<file path="src/rtl/ddr_port1_frame_reader.sv">
// Purpose: reads one stored frame from DDR through MCB port 1 and streams it out as 32-bit words.
// Latency: frame_start -> read command one cycle later; FIFO head -> pixel_data one cycle after the pop.
// Backpressure: commands wait while p1_cmd_full; the read FIFO is popped only when the output register is free or being accepted.
//
// Ports:
//   clk, rst_n          clock and asynchronous active-low reset
//   mem_calib_done      MCB calibration flag (asynchronous, synchronised here)
//   frame_start         one-cycle request to read a frame from BASE_ADDR
//   p1_cmd_*            MCB port-1 command interface (read bursts only)
//   p1_rd_*             MCB port-1 read FIFO (first-word fall-through)
//   pixel_*             word stream to the pixel pipeline (valid/ready)
//   frame_done          one-cycle pulse once the last word has been accepted
//   busy, rd_error      frame-in-progress flag and sticky read-FIFO overflow flag
//   state_dbg           current state encoding for the LED display
module ddr_port1_frame_reader #(
  parameter int unsigned FRAME_WORDS = 70560,
  parameter logic [29:0] BASE_ADDR   = 30'd0,
  parameter int unsigned BURST_WORDS = 64
) (
  input  logic        clk,
  input  logic        rst_n,
  input  logic        mem_calib_done,
  input  logic        frame_start,
  input  logic        p1_cmd_full,
  output logic        p1_cmd_en,
  output logic [2:0]  p1_cmd_instr,
  output logic [5:0]  p1_cmd_bl,
  output logic [29:0] p1_cmd_byte_addr,
  input  logic [31:0] p1_rd_data,
  input  logic        p1_rd_empty,
  input  logic        p1_rd_overflow,
  output logic        p1_rd_en,
  output logic [31:0] pixel_data,
  output logic        pixel_valid,
  input  logic        pixel_ready,
  output logic        frame_done,
  output logic        busy,
  output logic        rd_error,
  output logic [3:0]  state_dbg
);

  typedef enum logic [3:0] {
    ST_CALIB = 4'd0,
    ST_IDLE  = 4'd1,
    ST_CMD   = 4'd2,
    ST_DRAIN = 4'd3,
    ST_DONE  = 4'd4
  } state_t;

  typedef struct packed {
    logic [2:0]  instr;
    logic [5:0]  bl;
    logic [29:0] byte_addr;
  } rd_cmd_t;

  localparam logic [23:0] FRAME_L  = 24'(FRAME_WORDS);
  localparam logic [6:0]  BURST_L  = 7'(BURST_WORDS);
  localparam logic [2:0]  CMD_READ = 3'b001;

  // Calibration synchroniser
  logic calib_meta_q;
  logic calib_sync_q;

  always_ff @(posedge clk or negedge rst_n) begin
    if (!rst_n) begin
      calib_meta_q <= 1'b0;
      calib_sync_q <= 1'b0;
    end else begin
      calib_meta_q <= mem_calib_done;
      calib_sync_q <= calib_meta_q;
    end
  end

  // State and datapath registers
  state_t      state_q,       state_d;
  logic [29:0] addr_q,        addr_d;
  logic [23:0] words_left_q,  words_left_d;
  logic [6:0]  burst_left_q,  burst_left_d;
  logic        pending_q,     pending_d;
  logic        busy_q,        busy_d;
  logic [31:0] pixel_data_q,  pixel_data_d;
  logic        pixel_valid_q, pixel_valid_d;
  logic        rd_error_q,    rd_error_d;

  always_ff @(posedge clk or negedge rst_n) begin
    if (!rst_n) begin
      state_q       <= ST_CALIB;
      addr_q        <= 30'd0;
      words_left_q  <= 24'd0;
      burst_left_q  <= 7'd0;
      pending_q     <= 1'b0;
      busy_q        <= 1'b0;
      pixel_data_q  <= 32'd0;
      pixel_valid_q <= 1'b0;
      rd_error_q    <= 1'b0;
    end else begin
      state_q       <= state_d;
      addr_q        <= addr_d;
      words_left_q  <= words_left_d;
      burst_left_q  <= burst_left_d;
      pending_q     <= pending_d;
      busy_q        <= busy_d;
      pixel_data_q  <= pixel_data_d;
      pixel_valid_q <= pixel_valid_d;
      rd_error_q    <= rd_error_d;
    end
  end

  // Size of the next burst: the final burst of a frame may be short.
  logic [6:0] burst;

  always_comb begin
    burst = BURST_L;
    if (words_left_q < {17'd0, BURST_L}) begin
      burst = words_left_q[6:0];
    end
  end

  // The output register can take a new word when it is empty or its word
  // leaves this cycle, which gives one word per cycle at full rate.
  logic pop;
  logic accept;

  assign accept = pixel_valid_q && pixel_ready;
  assign pop    = (state_q == ST_DRAIN) && !p1_rd_empty && (burst_left_q != 7'd0)
               && (!pixel_valid_q || pixel_ready);

  rd_cmd_t cmd;

  always_comb begin
    state_d       = state_q;
    addr_d        = addr_q;
    words_left_d  = words_left_q;
    burst_left_d  = burst_left_q;
    pending_d     = pending_q;
    busy_d        = busy_q;
    pixel_data_d  = pixel_data_q;
    pixel_valid_d = pixel_valid_q;
    rd_error_d    = rd_error_q | p1_rd_overflow;
    cmd           = '0;
    p1_cmd_en     = 1'b0;
    frame_done    = 1'b0;

    // A request during a frame is remembered, never aborts; repeats collapse.
    if (frame_start && busy_q) begin
      pending_d = 1'b1;
    end

    if (pop) begin
      pixel_data_d  = p1_rd_data;
      pixel_valid_d = 1'b1;
      burst_left_d  = burst_left_q - 7'd1;
    end else if (accept) begin
      pixel_valid_d = 1'b0;
    end

    case (state_q)
      ST_CALIB: begin
        if (calib_sync_q) begin
          state_d = ST_IDLE;
        end
      end

      ST_IDLE: begin
        if (frame_start || pending_q) begin
          addr_d       = BASE_ADDR;
          words_left_d = FRAME_L;
          pending_d    = 1'b0;
          busy_d       = 1'b1;
          state_d      = ST_CMD;
        end
      end

      ST_CMD: begin
        cmd.instr     = CMD_READ;
        cmd.bl        = 6'(burst - 7'd1);
        cmd.byte_addr = addr_q;
        if (!p1_cmd_full) begin
          p1_cmd_en    = 1'b1;
          // Address arithmetic wraps modulo 2^30 by construction.
          addr_d       = addr_q + {21'd0, burst, 2'b00};
          words_left_d = words_left_q - {17'd0, burst};
          burst_left_d = burst;
          state_d      = ST_DRAIN;
        end
      end

      ST_DRAIN: begin
        // Only one burst is ever outstanding: the next command waits until
        // every word of this one has been popped.
        if (burst_left_d == 7'd0) begin
          state_d = (words_left_q != 24'd0) ? ST_CMD : ST_DONE;
        end
      end

      ST_DONE: begin
        // The frame ends once the final word has left the output register.
        if (!pixel_valid_q) begin
          frame_done = 1'b1;
          busy_d     = 1'b0;
          state_d    = ST_IDLE;
        end
      end

      default: begin
        state_d = ST_CALIB;
      end
    endcase
  end

  assign p1_cmd_instr     = cmd.instr;
  assign p1_cmd_bl        = cmd.bl;
  assign p1_cmd_byte_addr = cmd.byte_addr;
  assign p1_rd_en         = pop;
  assign pixel_data       = pixel_data_q;
  assign pixel_valid      = pixel_valid_q;
  assign busy             = busy_q;
  assign rd_error         = rd_error_q;
  assign state_dbg        = state_q;

endmodule
</file>
<file path="config.mk">
export PLATFORM = sky130hd
export DESIGN_NAME = ddr_port1_frame_reader
export DESIGN_NICKNAME = d
export VERILOG_FILES = /design/src/rtl/ddr_port1_frame_reader.sv
export SDC_FILE = /design/constraint.sdc
export NUM_CORES = 1
export LEC_CHECK = 0
export BUFFER_PORTS_ARGS = -buffer_cell sky130_fd_sc_hd__buf_4
export CAP_MARGIN = 20
export CORE_MARGIN = 3
export CORE_UTILIZATION = 50
export CTS_BUF_LIST = sky130_fd_sc_hd__clkbuf_16
export DETAILED_ROUTE_END_ITERATION = 16
export GPL_ROUTABILITY_DRIVEN = 1
export HOLD_SLACK_MARGIN = 0.06
export PLACE_DENSITY = 0.77
export SETUP_SLACK_MARGIN = 0.4
export SYNTH_ARGS = -nofsm -noshare
export SYNTH_HDL_FRONTEND = slang
export SYNTH_SLANG_ARGS = --single-unit
</file>
<file path="constraint.sdc">
create_clock -name clk -period 3.8 [get_ports clk]
set_input_delay 0.57 -clock clk [delete_from_list [all_inputs] [get_ports clk]]
set_output_delay 0.57 -clock clk [all_outputs]
set_load 0.1 [all_outputs]
</file>
==> results of run 1 <==
## repair_timing
action                                  CTS  global route
gates cloned                              0             1
buffers inserted                          2            10
resized for setup                         2            16
pin swaps                                 2            11
endpoints found under the setup margin   24            21
## area by class of cell
class	count	area [sq um]
fill	863	3435
multi-input combinational	491	3009
sequential	100	2505
timing repair buffer	145	1096
clock buffer	9	225.2
tap	136	170.2
clock inverter	6	88.84
inverter	18	72.57
## cell usage in the layout (no fill, tap or decap), types with 6 or more instances in the layout
cell	Yosys	routed
buf_4	5	144
nand2_1	155	153
ha_1	10	7
or3_1	6	6
a21oi_1	25	23
nand2b_1	14	14
dfrtp_1	100	98
and3_1	30	30
nor2_1	47	42
xnor2_1	16	16
conb_1	1	6
inv_1	16	14
nand3_1	16	16
o211ai_1	8	8
nor3_1	11	9
clkbuf_16	0	9
nor4_1	11	9
mux2i_1	13	13
o21ai_0	27	27
and2_1	8	8
xor2_1	14	14
## flip-flops by register name, summed over array words and instances (netlist names)
| register | count |
|---|---|
| busy | 1 |
| pixel_valid | 1 |
| burst_left_q | 7 |
| words_left_q | 24 |
| pending_q | 1 |
| rd_error | 1 |
| calib_meta_q | 1 |
| calib_sync_q | 1 |
| pixel_data | 32 |
| state_dbg | 3 |
| addr_q | 28 |
## final timing paths
kind                                       start                to  slack [ns]  depth (start not counted)
worst min register to register      calib_meta_q      calib_sync_q        0.36                          0
worst min-delay path              mem_calib_done      calib_meta_q        0.33                          1
worst max register to register  words_left_q[12]        addr_q[17]        0.51                         13
worst max-delay path            words_left_q[12]        addr_q[17]        0.51                         13
min in group asynchronous                  rst_n  words_left_q[21]        0.34                          1
max in group asynchronous                  rst_n   burst_left_q[0]        2.65                          2
## critical path, stage by stage, from the launching register on
cell and delay, ns:
dfrtp_2 0.45, nor4_4 0.35, nand4_4 0.18, nor2_4 0.19, buf_4 0.13, and2_1 0.23, ha_4 0.25, o21a_1 0.23
a21oi_4 0.21, nor4_2 0.07, o311ai_2 0.40, buf_4 0.24, a211oi_1 0.10, mux2i_1 0.13
## logic make-up after synthesis
group	after synthesis
AND/OR/NAND/NOR	323
AO/OA/AOI/OAI	108
flip-flops	100
buffers and inverters	53
XOR/XNOR	30
multiplexers	13
adder cells (fa/ha/maj)	11
other	1
## cell usage after synthesis (all sizes together) (11+ instances only)
master,n
nand2,155
clkbuf,22
buf,13
nor2,47
mux2i,13
o21ai,30
nand3,16
xnor2,16
dfrtp,100
inv,16
nand2b,14
xor2,14
nor4,13
nor3,11
and3,30
a21oi,26
## report_power, final
group          internal (mW)  leakage (nW)  switching [mW]
registers               1.39          1.25           0.336
logic                  0.803          2.01            2.57
clock network          0.574         0.148           0.400
total                   2.76          3.41            3.31
## layer usage
layer	vias up	GRT usage	routed length (um)
met5	-	0	0
met4	0	0.08354	260
met3	24	0.04076	826
met2	194	0.3989	7874
met1	2577	0.3177	6579
li1	2445	-	-
==> impl_metrics.tcl, run 1 <==
set metrics [dict create \
    cts_sinks 100 \
    drv_cap 0 \
    ctsRootBufferMaster "clkbuf_16" \
    grt_overflow_total 0 \
    crit_fanout 6 \
    synth_flop_cell "dfrtp_1" \
    worstSetupStartpointType "flop" \
    die_w_um 111.7 \
    place_hpwl_mm 10.63 \
    yosys-top-cells-area "dfrtp_1, nand2_1, and3_1" \
    crit_type "reg2reg" \
    clk_pin_slew_ns 0.07 \
    die_h_um 111.7 \
    cts_tree "yes" \
    finalMaxSlewViolations 0 \
    placed_area_sq_um 6649 \
    min_path_type "in2reg" \
    ctsHtreeMaxLevel 3 \
    synth_top_family_by_area "simple AND/OR/NAND/NOR gates" \
    skew_ns 0.007536 \
    antenna_found_initial 0 \
    dpl_worst_slack_ns 0.1961 \
    ctsHoldBuffers 0 \
    ys_seq_elements 100 \
    hold_slack_ns 0.3339 \
    drtAntennaViolNets 0 \
    start_util 0.5271 \
    tns_ns 0 \
    die_area_sq_um 12480 \
    synth_xor_area_frac 0.04702 \
    yosysSeqAreaShare 0.4478 \
    wl_per_cell_um 17.17 \
    grt_pass1_wl_mm 24.92 \
    fin_area_sq_um 7167 \
    worst_slack_ns 0.5058 \
    clk_latency_ns 0.35 \
    netlist_area_sq_um 5588 \
    synth_compound_area_frac 0.1366 \
    finish.utilization 0.6760 \
    grt_pass1_vias 5186 \
    ir_drop_mv 0.6766 \
    worstSetupEndpointType "flop" \
    drive_gt1_frac 0.2640 \
    synth_mux_area_frac 0.02329 \
    synth_cell_types 68 \
    placedCellCount 876 \
    instances_no_fill 905 \
    yosys.area.top_type "dfrtp_1" \
    pin_count 121 \
    synthArstFlopShare 1.000 \
    slew_headroom 0.4425 \
    crit_arrival_ns 3.51 \
    min_period_ns 3.294 \
    synth_edf_count 0 \
    avgSynthCellArea_sq_um 8.745 \
    totalWireLength_mm 15.54 \
    p_leak_nw 3.407 \
    worst_pin_slew_ns 0.8363 \
    syn2layout_area_growth_pct 28.26 \
    grt_max_degree 67 \
    fp-row-count 37 \
    p_total_mw 6.073 \
    timing.fmax_mhz 303.6 \
    antennaDiodeCount 0 \
    gp_congestion 0.8949 \
    yosys.area_share.simple 0.2785 \
    synth_top_area_frac 0.4478 \
    setup_viol 0 \
    viasPerCell 5.790 \
    yosys_warnings 0 \
    power_per_cell_area_nw_per_um2 847.4 \
    drt_pass1_iterations 5 \
    cp.required_ns 4.02 \
    nNetsFinal 816 \
    synth_cells 639 \
    clock_path_buffers 2 \
    synth_fa_ha_area_frac 0.02597 \
    route.detailed.drc 0 \
    portBuffers 115 \
    drt-initial-drc-count 400 \
    vias 5240 \
    period_share 0.8669 \
    finalHoldViolCount 0 \
    run_status "completed" \
    grt_usage 0.2398 \
    core_sq_um 10600 \
    cts_buffers 9 \
    rsz0062_at_grt "no" \
]
Note: power is estimated with default switching activity, not from simulation.
==> run 2: changes to the inputs <==
--- a/config.mk
+++ b/config.mk
@@ -5,15 +5,16 @@
 export SDC_FILE = /design/constraint.sdc
 export NUM_CORES = 1
 export LEC_CHECK = 0
-export BUFFER_PORTS_ARGS = -buffer_cell sky130_fd_sc_hd__buf_4
 export CAP_MARGIN = 20
 export CORE_MARGIN = 3
-export CORE_UTILIZATION = 50
+export CORE_UTILIZATION = 58
 export CTS_BUF_LIST = sky130_fd_sc_hd__clkbuf_16
+export CTS_CLUSTER_DIAMETER = 150
 export DETAILED_ROUTE_END_ITERATION = 16
+export DONT_BUFFER_PORTS = 1
 export GPL_ROUTABILITY_DRIVEN = 1
 export HOLD_SLACK_MARGIN = 0.06
-export PLACE_DENSITY = 0.77
+export PLACE_DENSITY = 0.76
 export SETUP_SLACK_MARGIN = 0.4
 export SYNTH_ARGS = -nofsm -noshare
 export SYNTH_HDL_FRONTEND = slang
==> run 2 against run 1 <==
- critical endpoint is now addr_q[21]
- critical path type unchanged
- critical path depth rose by 1
- non-clock buffer count fell by 75
- die area fell by 13%
- wire length fell by 8.2%
- sequential share of layout area rose by 2.4 points
- maximum frequency rose by 1.3%
==> impl_metrics.tcl, run 2 (synthesis results as in run 1) <==
set metrics [dict create \
    fp-row-count 35 \
    die_area_sq_um 10850 \
    core_sq_um 9284 \
    drtAntennaViolNets 0 \
    clk_pin_slew_ns 0.07 \
    rsz0062_at_grt "no" \
    fin_area_sq_um 6726 \
    drt-initial-drc-count 415 \
    worst_slack_ns 0.5480 \
    place_hpwl_mm 9.575 \
    die_h_um 104.2 \
    viasPerCell 5.993 \
    path_delay_family "compound AO/OA/AOI/OAI gates" \
    antenna_found_initial 0 \
    cts_tree "yes" \
    totalWireLength_mm 14.26 \
    worstSetupStartpointType "flop" \
    antennaDiodeCount 0 \
    start_util 0.6019 \
    grt_max_degree 101 \
    clk_latency_ns 0.35 \
    largest_reg_flops 32 \
    ir_drop_mv 0.6718 \
    finish.utilization 0.7245 \
    min_path_type "in2async" \
    drv_cap 0 \
    crit_fanout 9 \
    cp_common_cell "nand2_2" \
    nNetsFinal 741 \
    ctsRootBufferMaster "clkbuf_16" \
    gp_congestion 0.8716 \
    drt_pass1_iterations 5 \
    timing.fmax_mhz 307.5 \
    power_per_cell_area_nw_per_um2 856.4 \
    portBuffers 0 \
    worst_pin_slew_ns 1.025 \
    tns_ns 0 \
    drive_gt1_frac 0.1971 \
    critical_path_buf_inv_count 3 \
    pin_count 121 \
    die_w_um 104.2 \
    grt_overflow_total 0 \
    cpPeakStageDelay_ns 0.45 \
    finalMaxSlewViolations 0 \
    placedCellCount 790 \
    ctsHtreeMaxLevel 3 \
    cts_buffers 9 \
    grt_pass1_wl_mm 23.40 \
    placed_area_sq_um 6182 \
    setup_viol 0 \
    crit_arrival_ns 3.48 \
    final_common_cell "nand2_1" \
    cts_sinks 100 \
    cp.required_ns 4.03 \
    syn2layout_area_growth_pct 20.38 \
    vias 4938 \
    worstSetupEndpointType "flop" \
    grt_usage 0.2595 \
    dpl_worst_slack_ns 0.2322 \
    clock_path_buffers 2 \
    crit_type "reg2reg" \
    slew_headroom 0.3169 \
    period_share 0.8558 \
    min_period_ns 3.252 \
    crit_path_top_delay_cell "dfrtp_2" \
    p_leak_nw 3.082 \
    finalHoldViolCount 0 \
    run_status "completed" \
    instances_no_fill 824 \
    crit_chain "nor4_4, nand2_2, nor2_4, buf_6, nand2_2, inv_2, ha_1, a211o_1, a21oi_2, nor4_2, o311ai_2, buf_4, a211oi_2, mux2i_1" \
    skew_ns 0.01560 \
    route.detailed.drc 0 \
    wl_per_cell_um 17.31 \
    grt_pass1_vias 4811 \
    layout_common_cells "nand2_1, dfrtp_1, buf_4" \
]
-- run 2: cell type report --
type | count | area (sq um)
Clock buffer | 9 | 225.2
Clock inverter | 7 | 60.06
Fill cell | 688 | 2557
Inverter | 18 | 72.57
Multi-Input combinational cell | 491 | 3023
Sequential cell | 100 | 2510
Tap cell | 129 | 161.4
Timing Repair Buffer | 70 | 674.4
-- run 2: timing repair --
item,CTS,global route
buffers inserted,3,13
gates resized for setup,8,14
gates cloned,1,0
endpoints found under the setup margin,16,25
hold buffers,1,0
pin swaps,4,13
hold endpoints to repair,100,0
-- run 2: final timing paths --
path / end / slack, ns / from / cells after the start
max in group asynchronous: words_left_q[12] / 3.25 / rst_n / 1
hold / removal: addr_q[11] / 0.15 / rst_n / 1
hold reg to reg: calib_sync_q / 0.36 / calib_meta_q / 0
setup / recovery: addr_q[21] / 0.55 / words_left_q[10] / 14
min in group clk: calib_meta_q / 0.24 / mem_calib_done / 0
setup reg to reg: addr_q[21] / 0.55 / words_left_q[10] / 14
-- run 2: where the power goes --
| group | internal (mW) | total (mW) | switching [mW] |
|---|---|---|---|
| combinational | 0.661 | 2.01 | 1.35 |
| sequential | 1.36 | 2.86 | 1.50 |
| clock | 0.458 | 0.895 | 0.437 |
| total | 2.48 | 5.76 | 3.28 |
-- run 2: layer usage --
metal	global-route usage	wire length, um
met5	0	0
met4	0.07407	255
met3	0.05276	1027
met2	0.4188	6922
met1	0.3574	6054
-- run 2: metrics by stage --
step | hold slack (ns) | power (mW)
after floorplan | 0.2744 | 4.221
after global placement | 0.2772 | 4.704
after CTS | 0.1740 | 5.710
final | 0.1478 | 5.761
after global routing | 0.1821 | 6.048
after detailed placement | 0.2769 | 4.778
